--- src/rtl/pipe_ir_ctrl.sv ---
// pipe_ir_ctrl: D/E/M/W instruction and PC pipeline registers with stall bubbles,
// stall/retire statistics and a consecutive-stall watchdog.
module pipe_ir_ctrl #(
  parameter int WIDTH = 32,
  parameter int CNT_W = 16,
  parameter int MAX_STALL = 2,
  parameter logic [WIDTH-1:0] PC_RST = 32'h00003000
) (
  input  logic             clk,
  input  logic             reset,
  input  logic             stop,
  input  logic [WIDTH-1:0] instr_f,
  input  logic [WIDTH-1:0] npc,
  output logic [WIDTH-1:0] pc_f,
  output logic [WIDTH-1:0] IR_D,
  output logic [WIDTH-1:0] IR_E,
  output logic [WIDTH-1:0] IR_M,
  output logic [WIDTH-1:0] IR_W,
  output logic [WIDTH-1:0] PC_D,
  output logic [WIDTH-1:0] PC_E,
  output logic [WIDTH-1:0] PC_M,
  output logic [WIDTH-1:0] PC_W,
  output logic [CNT_W-1:0] stall_cnt,
  output logic [CNT_W-1:0] retire_cnt,
  output logic             stall_err
);
  localparam int RW = $clog2(MAX_STALL + 2);
  localparam logic [RW-1:0] RUN_MAX = RW'(MAX_STALL + 1);
  localparam logic [RW-1:0] RUN_LIM = RW'(MAX_STALL);

  logic [WIDTH-1:0] pc_f_q, pc_f_d, ir_d_q, ir_d_d, pc_d_q, pc_d_d;
  logic [WIDTH-1:0] ir_e_q, ir_e_d, pc_e_q, pc_e_d, ir_m_q, pc_m_q, ir_w_q, pc_w_q;
  logic [CNT_W-1:0] stall_q, stall_d, retire_q, retire_d;
  logic [RW-1:0]    run_q, run_d;
  logic             err_q, err_d;

  // A stall freezes fetch and decode and drops a zero word (sll $0) into execute.
  always_comb begin
    pc_f_d   = stop ? pc_f_q : npc;
    ir_d_d   = stop ? ir_d_q : instr_f;
    pc_d_d   = stop ? pc_d_q : pc_f_q;
    ir_e_d   = stop ? '0 : ir_d_q;
    pc_e_d   = stop ? '0 : pc_d_q;
    stall_d  = (stop && stall_q != '1) ? stall_q + 1'b1 : stall_q;
    retire_d = (ir_m_q != '0 && retire_q != '1) ? retire_q + 1'b1 : retire_q;
    run_d    = !stop ? '0 : (run_q == RUN_MAX ? run_q : run_q + 1'b1);
    err_d    = err_q | (stop && run_q >= RUN_LIM);
  end

  always_ff @(posedge clk or negedge reset) begin
    if (!reset) begin
      pc_f_q   <= PC_RST;
      ir_d_q   <= '0;
      pc_d_q   <= '0;
      ir_e_q   <= '0;
      pc_e_q   <= '0;
      ir_m_q   <= '0;
      pc_m_q   <= '0;
      ir_w_q   <= '0;
      pc_w_q   <= '0;
      stall_q  <= '0;
      retire_q <= '0;
      run_q    <= '0;
      err_q    <= 1'b0;
    end else begin
      pc_f_q   <= pc_f_d;
      ir_d_q   <= ir_d_d;
      pc_d_q   <= pc_d_d;
      ir_e_q   <= ir_e_d;
      pc_e_q   <= pc_e_d;
      ir_m_q   <= ir_e_q;
      pc_m_q   <= pc_e_q;
      ir_w_q   <= ir_m_q;
      pc_w_q   <= pc_m_q;
      stall_q  <= stall_d;
      retire_q <= retire_d;
      run_q    <= run_d;
      err_q    <= err_d;
    end
  end

  assign pc_f       = pc_f_q;
  assign IR_D       = ir_d_q;
  assign IR_E       = ir_e_q;
  assign IR_M       = ir_m_q;
  assign IR_W       = ir_w_q;
  assign PC_D       = pc_d_q;
  assign PC_E       = pc_e_q;
  assign PC_M       = pc_m_q;
  assign PC_W       = pc_w_q;
  assign stall_cnt  = stall_q;
  assign retire_cnt = retire_q;
  assign stall_err  = err_q;
endmodule

--- config.mk ---
export PLATFORM = sky130hd
export DESIGN_NAME = pipe_ir_ctrl
export DESIGN_NICKNAME = d
export VERILOG_FILES = /design/src/rtl/pipe_ir_ctrl.sv
export SDC_FILE = /design/constraint.sdc
export NUM_CORES = 1
export LEC_CHECK = 0
export ABC_AREA = 1
export BUFFER_PORTS_ARGS = -buffer_cell sky130_fd_sc_hd__buf_2
export CORE_MARGIN = 2
export CORE_UTILIZATION = 50
export CTS_CLUSTER_SIZE = 12
export DETAILED_ROUTE_END_ITERATION = 8
export GPL_TIMING_DRIVEN = 0
export HOLD_SLACK_MARGIN = 0.08
export PLACE_DENSITY = 0.89
export SKIP_LAST_GASP = 1
export SLEW_MARGIN = 15
export SYNTH_ARGS = -nofsm -noshare
export SYNTH_HDL_FRONTEND = slang
export SYNTH_SLANG_ARGS = --single-unit
--- constraint.sdc ---
create_clock -name clk -period 2.6 [get_ports clk]
set_input_delay 0.26 -clock clk [delete_from_list [all_inputs] [get_ports clk]]
set_output_delay 0.26 -clock clk [all_outputs]
set_load 0.02 [all_outputs]
## Yosys cells after proc, flatten, opt, wreduce, memory -nomap -nowiden

Cells that the tools add are included.

- Register bits: 323
- Input bits: 67

- $add $sub $neg: 3
- Order comparisons: 1
- Equal/unequal tests: 4
- Mux-type cells: 4
- Bitwise gates (word level): 1
- Reductions and logical operators: 4

Operators by type and width:

| operator | count |
|---|---|
| two-way mux 32 bit | 2 |
| adder 16 x 1 -> 16 bit, second input constant | 2 |
| != test 16 bit, second input constant | 2 |
| nonzero test 32 bit | 1 |
| two-way mux 2 bit | 2 |
| logical AND 1 bit | 3 |
| adder 2 x 1 -> 2 bit, second input constant | 1 |
| == test 2 bit, second input constant | 1 |
| greater-or-equal comparator 2 bit, second input constant | 1 |
| != test 2 bit, second input constant | 1 |
| OR 1 bit | 1 |

## Depth between registers and ports, before layout

Gate-level depths: netlist of the first run.

- Depth in word-level cells: 3
- Mapped depth: 10
- Gate-level depth less buffers: 10

## Worst setup path after synthesis of the first run

OpenSTA, ideal clock, no wires.

- Path kind: flip-flop to flip-flop
- Start point: register retire_q[0] (netlist: retire_cnt[0])
- End point: register retire_q[4] (netlist: retire_cnt[4])
- Arrival: 1,456 ps
- Path slack: 1,027 ps
- Stages on the path, launching flop included: 8
- Path buffers: 1
- Period minus slack after synthesis: 1,573 ps
- Path through: dfrtp_1 -> ha_1 -> nand3_1 -> inv_2 -> nand4_4 -> buf_2 -> nand3_1 -> nand2_1

- Word-level cells in the longest chain between the ends: 2
- Elaborated cells between the ends (all ways): 3
- Classes of those cells: 1 x add/sub; 1 x eq/ne; 1 x reduce/logical

Ends and longest elaborated chain:

| element | line | source |
|---|---|---|
| from (decl) | 33 | `logic [CNT_W-1:0] stall_q, stall_d, retire_q, retire_d;` |
| from (signal assigned) | 76 | `retire_q <= retire_d;` |
| parallel branches: the longest is 2 deep, another holds adder 16 x 1 -> 16 bit | n/a |  |

Several ways; the timed one is not identified.
A chain may end at the register's enable or synchronous reset.

## Worst setup path in the final report of the first run

- Start point: register ir_m_q[29] (netlist: IR_M[29])
- End point: register retire_q[13] (netlist: retire_cnt[13])

- Word-level cells in the longest chain between the ends: 2

Ends and longest elaborated chain:

| element | line | source |
|---|---|---|
| from (decl) | 32 | `logic [WIDTH-1:0] ir_e_q, ir_e_d, pc_e_q, pc_e_d, ir_m_q, pc_m_q, ir_w_q, pc_w_q;` |
| from (signal assigned) | 71 | `ir_m_q <= ir_e_q;` |
| nonzero test 32 bit | 45 | `retire_d = (ir_m_q != '0 && retire_q != '1) ? retire_q + 1'b1 : retire_q;` |
| logical AND 1 bit | 45 |  |

No other way between the ends.

==> impl_metrics.prom, run 1 <==
# TYPE chip_impl_metric gauge
chip_impl_info{name="outcome",value="completed"} 1
chip_impl_metric{name="dpl.hpwl",unit="um"} 23670
chip_impl_metric{name="timing.final.setup_violations",unit=""} 0
chip_impl_metric{name="finalCoreUtilization",unit=""} 0.6963
chip_impl_metric{name="maxCapViolCount",unit=""} 0
chip_impl_metric{name="cts.reportedPaths.clkPinSlew",unit="ns"} 0.06
chip_impl_metric{name="cts.htree.levels",unit=""} 2
chip_impl_metric{name="yosysWarningCount",unit=""} 0
chip_impl_metric{name="final-seq-area",unit="mm^2"} 0.008085
chip_impl_metric{name="crit_path_max_fanout",unit=""} 10
chip_impl_metric{name="drcViolationCount",unit=""} 0
chip_impl_metric{name="tritonroute_pass_1_iters",unit=""} 7
chip_impl_metric{name="netlist-cell-type-count",unit=""} 28
chip_impl_metric{name="synth_top_area_frac",unit=""} 0.7298
chip_impl_metric{name="post_cts.resized_instances",unit=""} 0
chip_impl_info{name="worstSetupPathType",value="register to register"} 1
chip_impl_metric{name="finish.net_count",unit=""} 1553
chip_impl_info{name="critPathLaunch",value="IR_M[29]$_DFF_PN0_"} 1
chip_impl_metric{name="cp.arrival",unit="ns"} 2.24
chip_impl_metric{name="max_clock_freq",unit="MHz"} 537.3
chip_impl_metric{name="placement_rows",unit=""} 54
chip_impl_info{name="hp-class",value="primary input to async pin"} 1
chip_impl_info{name="synth_area_leaders",value="dfrtp_1 (73%), nand2_1 (7.5%), o21ai_0 (4.5%), inv_1 (4.2%), nor2_1 (3.7%)"} 1
chip_impl_metric{name="number_of_cts_inserted_buffers",unit=""} 35
chip_impl_metric{name="coreArea",unit="mm^2"} 0.02169
chip_impl_metric{name="grt_antenna_before_repair",unit=""} 1
chip_impl_metric{name="clock_path_buffers",unit=""} 3
chip_impl_metric{name="initialDrtViolationCount",unit=""} 638
chip_impl_metric{name="fin_clk_skew",unit="ns"} 0.01523
chip_impl_metric{name="maximum_number_of_pins_on_one_net_before_global_route_repair",unit=""} 115
chip_impl_metric{name="finalWeightedCongestion",unit=""} 0.9153
chip_impl_metric{name="finalInstanceArea",unit="mm^2"} 0.01510
chip_impl_metric{name="io_buffers",unit=""} 386
chip_impl_metric{name="grt_first_pass_wirelength",unit="um"} 55600
chip_impl_metric{name="power_leakage",unit="nW"} 8.329
chip_impl_metric{name="placement.cell_area",unit="mm^2"} 0.01338
chip_impl_metric{name="totalWireLength",unit="um"} 36180
chip_impl_info{name="unrepaired_setup_endpoints_after_global_routing",value="false"} 1
chip_impl_metric{name="max_slew.worst_pin.slew",unit="ns"} 0.8888
chip_impl_metric{name="timing.final.max_slew_violations",unit=""} 0
chip_impl_metric{name="p_sw",unit="mW"} 3.693
chip_impl_metric{name="routed_via_density",unit=""} 5.303
chip_impl_metric{name="grt_usage",unit=""} 0.3088
chip_impl_metric{name="routed_length_per_placed_instance",unit="um"} 20.31
chip_impl_info{name="critical_path.startpoint_type",value="register"} 1
chip_impl_metric{name="vias",unit=""} 9444
chip_impl_metric{name="post_synth.cell_area_avg",unit="um^2"} 11.11
chip_impl_metric{name="worst-endpoint-required",unit="ns"} 2.98
chip_impl_info{name="layout.cells.most_common",value="buf_2"} 1
chip_impl_metric{name="hold_viol_final",unit=""} 0
chip_impl_metric{name="yosys_register_bits",unit=""} 323
chip_impl_metric{name="combinational_power_share",unit=""} 0.158
chip_impl_metric{name="post-layout-total-power",unit="mW"} 12.56
chip_impl_metric{name="power.share.clock",unit=""} 0.375
chip_impl_metric{name="first_global_vias",unit=""} 9811
chip_impl_metric{name="vdd.ir_drop.worst",unit="mV"} 0.6681
chip_impl_metric{name="p_int",unit="mW"} 8.867
chip_impl_metric{name="layout.filler_cells",unit=""} 1408
chip_impl_metric{name="floorplan.initialDensity",unit=""} 0.5075
chip_impl_metric{name="postRouteAntennaNets",unit=""} 0
chip_impl_metric{name="floorplan.die.width",unit="um"} 152.4
chip_impl_info{name="endpoint_kind",value="register"} 1
chip_impl_info{name="timing.rr.start",value="IR_M[29]$_DFF_PN0_"} 1
chip_impl_info{name="ctsRootBufferMaster",value="clkbuf_16"} 1
chip_impl_metric{name="seq_power_share",unit=""} 0.467
chip_impl_metric{name="multi_input_area",unit="mm^2"} 0.002312
chip_impl_metric{name="full_die_area",unit="mm^2"} 0.02322
chip_impl_metric{name="worst_skew_pair_later_pin_latency",unit="ns"} 0.51
chip_impl_metric{name="io-pin-count",unit=""} 388
chip_impl_metric{name="hold_buffers",unit=""} 65
chip_impl_metric{name="synth_sequential_area_ratio",unit=""} 0.7346
chip_impl_metric{name="mappedNetlistArea",unit="mm^2"} 0.01101
chip_impl_metric{name="sw_frac_of_total",unit=""} 0.2940
chip_impl_metric{name="die_h",unit="um"} 152.4
chip_impl_metric{name="post-route-period-util",unit=""} 0.7158
chip_impl_info{name="synth_largest_area_cell",value="dfrtp_1"} 1
chip_impl_metric{name="cellPowerDensity",unit="mW/mm^2"} 831.7
chip_impl_metric{name="clock_sink_total",unit=""} 323
chip_impl_metric{name="global_route_total_overflow",unit=""} 0
chip_impl_metric{name="synth_nets",unit=""} 1062
chip_impl_metric{name="fraction_of_final_layout_cells_sized_beyond_drive_strength_1",unit=""} 0.3047
chip_impl_metric{name="areaGrowthSynthToFinish",unit="%"} 37.19
chip_impl_metric{name="slew_headroom",unit=""} 0.4074
chip_impl_metric{name="min_period",unit="ns"} 1.861
chip_impl_info{name="most-common-layout-cells",value="buf_2 (392), dfrtp_1 (321), nand2_1 (219), inv_1 (123), nor2_1 (109)"} 1
chip_impl_metric{name="post_synth_inst_count",unit=""} 991
chip_impl_info{name="clock_tree_from_tritoncts",value="yes"} 1
chip_impl_metric{name="post-cts-setup-buffers",unit=""} 0
## synthesized netlist by cell type, drive strengths merged
cell type and count:
nor3 5, xor2 5, inv 126, ha 4, xnor2 11, a211oi 1
nand3b 4, o21ai 100, o21bai 1, dfstp 2, nor2 112, nand3 35
nand2 221, a21oi 1, clkbuf 18, buf 14, nand4 10, dfrtp 321
## power by group through the flow
stage / clock network, mW / logic, mW / registers, mW
after floorplan: 0 / 0.452 / 6.41
after global placement: 0 / 1.78 / 5.89
after detailed placement: 0 / 1.86 / 5.92
after CTS: 4.75 / 1.96 / 5.85
after global routing: 4.96 / 2.12 / 5.91
final: 4.71 / 1.99 / 5.87
## critical path, stage by stage, from the launching register on
cell	delay, ns
dfrtp_1	0.42
nor2_1	0.15
nand2_1	0.11
nor2_1	0.21
nand4_1	0.31
clkbuf_1	0.33
nand3_1	0.14
nand2_1	0.07
## path summary, 6_finish.rpt
check | to | slack (ns) | cells past startpoint
max in group asynchronous | IR_E[7]$_DFF_PN0_ | 1.23 | 4
hold / removal | PC_W[7]$_DFF_PN0_ | 0.20 | 2
min in group clk | stall_cnt[5]$_DFFE_PN0P_ | 0.25 | 5
hold reg to reg | IR_M[20]$_DFF_PN0_ | 0.36 | 0
setup reg to reg | retire_cnt[13]$_DFFE_PN0P_ | 0.74 | 7
setup / recovery | retire_cnt[13]$_DFFE_PN0P_ | 0.74 | 7
## flip-flops by register name, indices dropped and copies added (netlist names)
register,count
run_q,2
IR_D,32
PC_M,32
retire_cnt,16
PC_E,32
IR_M,32
PC_D,32
stall_err,1
IR_E,32
stall_cnt,16
PC_W,32
IR_W,32
pc_f,32
## layout make-up
type / count / area share
clock buffers: 47 / 0.06297
well taps: 280 / 0.02320
clock inverters: 8 / 0.007623
multi-input cells: 510 / 0.1531
repair buffers: 454 / 0.1771
flip-flops and latches: 323 / 0.5354
inverters: 126 / 0.03132
diodes: 1 / 0.0001657
plain buffers: 32 / 0.009031
## metal layers
metal,part of all wire,vias up,GRT usage
met5,0,-,0
met2,0.51,601,0.5395
met4,0.054,0,0.1535
li1,-,4032,-
met1,0.35,4649,0.3577
met3,0.081,162,0.07423
## kinds of logic (layout without fill, tap and decap cells)
family	after synthesis	after routing	synth area share
simple gates	387	387	0.1445
fa+ha+maj	4	4	0.004547
flops	323	323	0.7346
xor+xnor	16	16	0.01273
compound gates	103	103	0.04831
buf+inv	158	667	0.05536
other cells	0	1	0
## per-stage QoR
stage / setup WS [ns] / hold slack (ns) / TNS, ns / cells
floorplan: 1.027 / -0.03559 / 0 / 991
finish: 0.7389 / 0.2011 / 0 / 1781
global route: 0.6627 / 0.2231 / 0 / 1781
CTS: 0.7760 / 0.1871 / 0 / 1780
global placement: -4.358 / 0.3506 / -1395.73 / 1657
detailed placement: 0.6486 / 0.1337 / 0 / 1660
(Power assumes the default switching activity.)
==> run 2: changes to the inputs <==
--- a/config.mk
+++ b/config.mk
@@ -8,12 +8,12 @@
 export ABC_AREA = 1
 export BUFFER_PORTS_ARGS = -buffer_cell sky130_fd_sc_hd__buf_2
 export CORE_MARGIN = 2
-export CORE_UTILIZATION = 50
+export CORE_UTILIZATION = 49
 export CTS_CLUSTER_SIZE = 12
 export DETAILED_ROUTE_END_ITERATION = 8
 export GPL_TIMING_DRIVEN = 0
 export HOLD_SLACK_MARGIN = 0.08
-export PLACE_DENSITY = 0.89
+export PLACE_DENSITY = 0.88
 export SKIP_LAST_GASP = 1
 export SLEW_MARGIN = 15
 export SYNTH_ARGS = -nofsm -noshare
==> constraint.sdc (replaced) <==
create_clock -name clk -period 1.8 [get_ports clk]
set_input_delay 0.18 -clock clk [delete_from_list [all_inputs] [get_ports clk]]
set_output_delay 0.18 -clock clk [all_outputs]
set_load 0.02 [all_outputs]
==> run 2 against run 1 <==
  * Die area increased by 2.0%
  * Via count decreased by 3.0%
  * Largest power group unchanged
  * Maximum frequency increased by 11%
  * Register-to-register slack got worse by 0.61 ns
  * Clock skew increased by 0.0037 ns
  * Cell count about the same
  * First-iteration DRC count increased by 5.6%
  * Design area decreased by 0.46%
  * Clock power increased by 37%
  * Sequential cell count unchanged
  * Critical endpoint is now retire_cnt[11]$_DFFE_PN0P_
==> impl_metrics.prom, run 2 (synthesized netlist as in run 1, its figures left out) <==
# TYPE chip_impl_metric gauge
chip_impl_metric{name="routed_length_per_placed_instance",unit="um"} 19.68
chip_impl_metric{name="hold_ws",unit="ns"} 0.1871
chip_impl_metric{name="io-pin-count",unit=""} 388
chip_impl_info{name="clock_tree_from_tritoncts",value="yes"} 1
chip_impl_metric{name="grt_usage",unit=""} 0.2915
chip_impl_metric{name="maxCapViolCount",unit=""} 0
chip_impl_metric{name="post-route-period-util",unit=""} 0.9276
chip_impl_metric{name="cts.htree.levels",unit=""} 2
chip_impl_metric{name="max_slew.worst_pin.slew",unit="ns"} 0.9035
chip_impl_metric{name="floorplan.initialDensity",unit=""} 0.5013
chip_impl_metric{name="numPlacedInstances",unit=""} 1659
chip_impl_info{name="unrepaired_setup_endpoints_after_global_routing",value="false"} 1
chip_impl_metric{name="hold_viol_final",unit=""} 0
chip_impl_info{name="critical_path.startpoint_type",value="register"} 1
chip_impl_metric{name="timing.final.max_slew_violations",unit=""} 0
chip_impl_metric{name="cts.reportedPaths.clkPinSlew",unit="ns"} 0.06
chip_impl_metric{name="dpl.hpwl",unit="um"} 23100
chip_impl_metric{name="stdcell_count",unit=""} 1782
chip_impl_metric{name="maximum_number_of_pins_on_one_net_before_global_route_repair",unit=""} 115
chip_impl_metric{name="post-layout-total-power",unit="mW"} 17.77
chip_impl_metric{name="number_of_cts_inserted_buffers",unit=""} 34
chip_impl_info{name="ctsRootBufferMaster",value="clkbuf_16"} 1
chip_impl_metric{name="crit_path_max_fanout",unit=""} 10
chip_impl_info{name="endpoint_kind",value="register"} 1
chip_impl_metric{name="min_period",unit="ns"} 1.670
chip_impl_metric{name="cp.arrival",unit="ns"} 2.12
chip_impl_metric{name="first_global_vias",unit=""} 9391
chip_impl_metric{name="full_die_area",unit="mm^2"} 0.02368
chip_impl_metric{name="vias",unit=""} 9161
chip_impl_metric{name="grt_first_pass_wirelength",unit="um"} 52970
chip_impl_metric{name="grt_antenna_before_repair",unit=""} 2
chip_impl_metric{name="power_leakage",unit="nW"} 8.306
chip_impl_metric{name="worst-endpoint-required",unit="ns"} 2.25
chip_impl_metric{name="routed_via_density",unit=""} 5.141
chip_impl_metric{name="postRouteAntennaNets",unit=""} 0
chip_impl_metric{name="clock_path_buffers",unit=""} 3
chip_impl_metric{name="finalCoreUtilization",unit=""} 0.6846
chip_impl_info{name="most-common-layout-cells",value="buf_2 (392), dfrtp_1 (321), nand2_1 (219), inv_1 (123), nor2_1 (109)"} 1
chip_impl_info{name="worstSetupPathType",value="register to register"} 1
chip_impl_metric{name="die_h",unit="um"} 153.9
chip_impl_metric{name="floorplan.die.width",unit="um"} 153.9
chip_impl_info{name="hp-class",value="primary input to register"} 1
chip_impl_metric{name="tritonroute_pass_1_iters",unit=""} 5
chip_impl_metric{name="areaGrowthSynthToFinish",unit="%"} 36.57
chip_impl_metric{name="max_clock_freq",unit="MHz"} 598.9
chip_impl_metric{name="placement_rows",unit=""} 54
chip_impl_metric{name="initialDrtViolationCount",unit=""} 674
chip_impl_metric{name="finalWeightedCongestion",unit=""} 0.9153
chip_impl_metric{name="drcViolationCount",unit=""} 0
chip_impl_info{name="outcome",value="completed"} 1
chip_impl_metric{name="clock_sink_total",unit=""} 323
chip_impl_metric{name="coreArea",unit="mm^2"} 0.02196
chip_impl_metric{name="slew_headroom",unit=""} 0.3977
chip_impl_metric{name="io_buffers",unit=""} 386
chip_impl_metric{name="finish.net_count",unit=""} 1554
chip_impl_metric{name="global_route_total_overflow",unit=""} 0
chip_impl_metric{name="fin_clk_skew",unit="ns"} 0.01894
chip_impl_metric{name="timing.final.setup_violations",unit=""} 0
chip_impl_metric{name="worst_skew_pair_later_pin_latency",unit="ns"} 0.51
chip_impl_info{name="layout.cells.most_common",value="buf_2"} 1
chip_impl_metric{name="totalWireLength",unit="um"} 35060
chip_impl_metric{name="cellPowerDensity",unit="mW/mm^2"} 1182
chip_impl_metric{name="fraction_of_final_layout_cells_sized_beyond_drive_strength_1",unit=""} 0.3047
chip_impl_metric{name="vdd.ir_drop.worst",unit="mV"} 1.188
run 2: changes by cell type in the layout (fill, tap and decap cells not counted):
cell,delta
buf_16,-1
buf_4,+3
bufinv_16,-2
clkbuf_2,+1
clkinv_8,-2
clkinvlp_4,-1
diode_2,+1
inv_16,+1
inv_6,+1
run 2: area by class of cell:
cell class | count | area [um^2]
Clock inverter | 5 | 43.79
Sequential cell | 323 | 8085
Buffer | 32 | 137.6
Multi-Input combinational cell | 510 | 2312
Timing Repair Buffer | 456 | 2670
Clock buffer | 48 | 954.7
Inverter | 126 | 473.0
Antenna cell | 2 | 5.005
Fill cell | 1489 | 6927
Tap cell | 280 | 350.3
run 2: worst max-delay path, stage by stage (launching register included):
cell and delay (ns):
dfrtp_1 0.40, ha_1 0.23, nand3_1 0.18, inv_2 0.13, nand4_4 0.17, o21ai_4 0.16
buf_6 0.19, nand2_1 0.08, nand2_1 0.06
run 2: final timing paths:
path                                            from                          to  slack [ns]  cells past startpoint
max in group asynchronous                      reset   stall_cnt[13]$_DFFE_PN0P_        0.46                      3
hold / removal                                  stop    stall_cnt[5]$_DFFE_PN0P_        0.19                      5
setup reg to reg           retire_cnt[0]$_DFFE_PN0P_  retire_cnt[11]$_DFFE_PN0P_        0.13                      8
min in group asynchronous                      reset           PC_W[8]$_DFF_PN0_        0.30                      2
setup / recovery           retire_cnt[0]$_DFFE_PN0P_  retire_cnt[11]$_DFFE_PN0P_        0.13                      8
hold reg to reg                    PC_E[0]$_DFF_PN0_           PC_M[0]$_DFF_PN0_        0.36                      0
run 2: per-layer routing:
| metal | share of wire | track usage | up-vias |
|---|---|---|---|
| met1 | 0.36 | 0.3391 | 4516 |
| met4 | 0.041 | 0.1286 | 0 |
| met5 | 0 | 0 | - |
| li1 | - | - | 4028 |
| met2 | 0.53 | 0.5195 | 511 |
| met3 | 0.074 | 0.06567 | 106 |
run 2: stage by stage:
stage          worst slack, ns  setup TNS, ns  instance area (um^2)
5_1_grt                0.02093              0                 15030
6_report                0.1304              0                 15030
3_3_place_gp            -5.071       -1625.71                 13290
4_1_cts                0.01290              0                 15000
2_1_floorplan           0.2267              0                 11010
3_5_place_dp           -0.1110         -2.153                 13350
run 2: repair_timing:
action | 4_1_cts | 5_1_grt
gates resized for setup | 0 | 2
hold endpoints to repair | 161 | 0
setup buffers | 0 | 3
endpoints found under the setup margin | 0 | 10
hold buffers | 65 | 0
run 2: where the power goes:
part	leakage (nW)	total, mW	switching, mW	internal (mW)
logic	3.66	2.83	1.93	0.900
registers	4.16	8.48	0.565	7.91
clock network	0.491	6.46	2.77	3.69
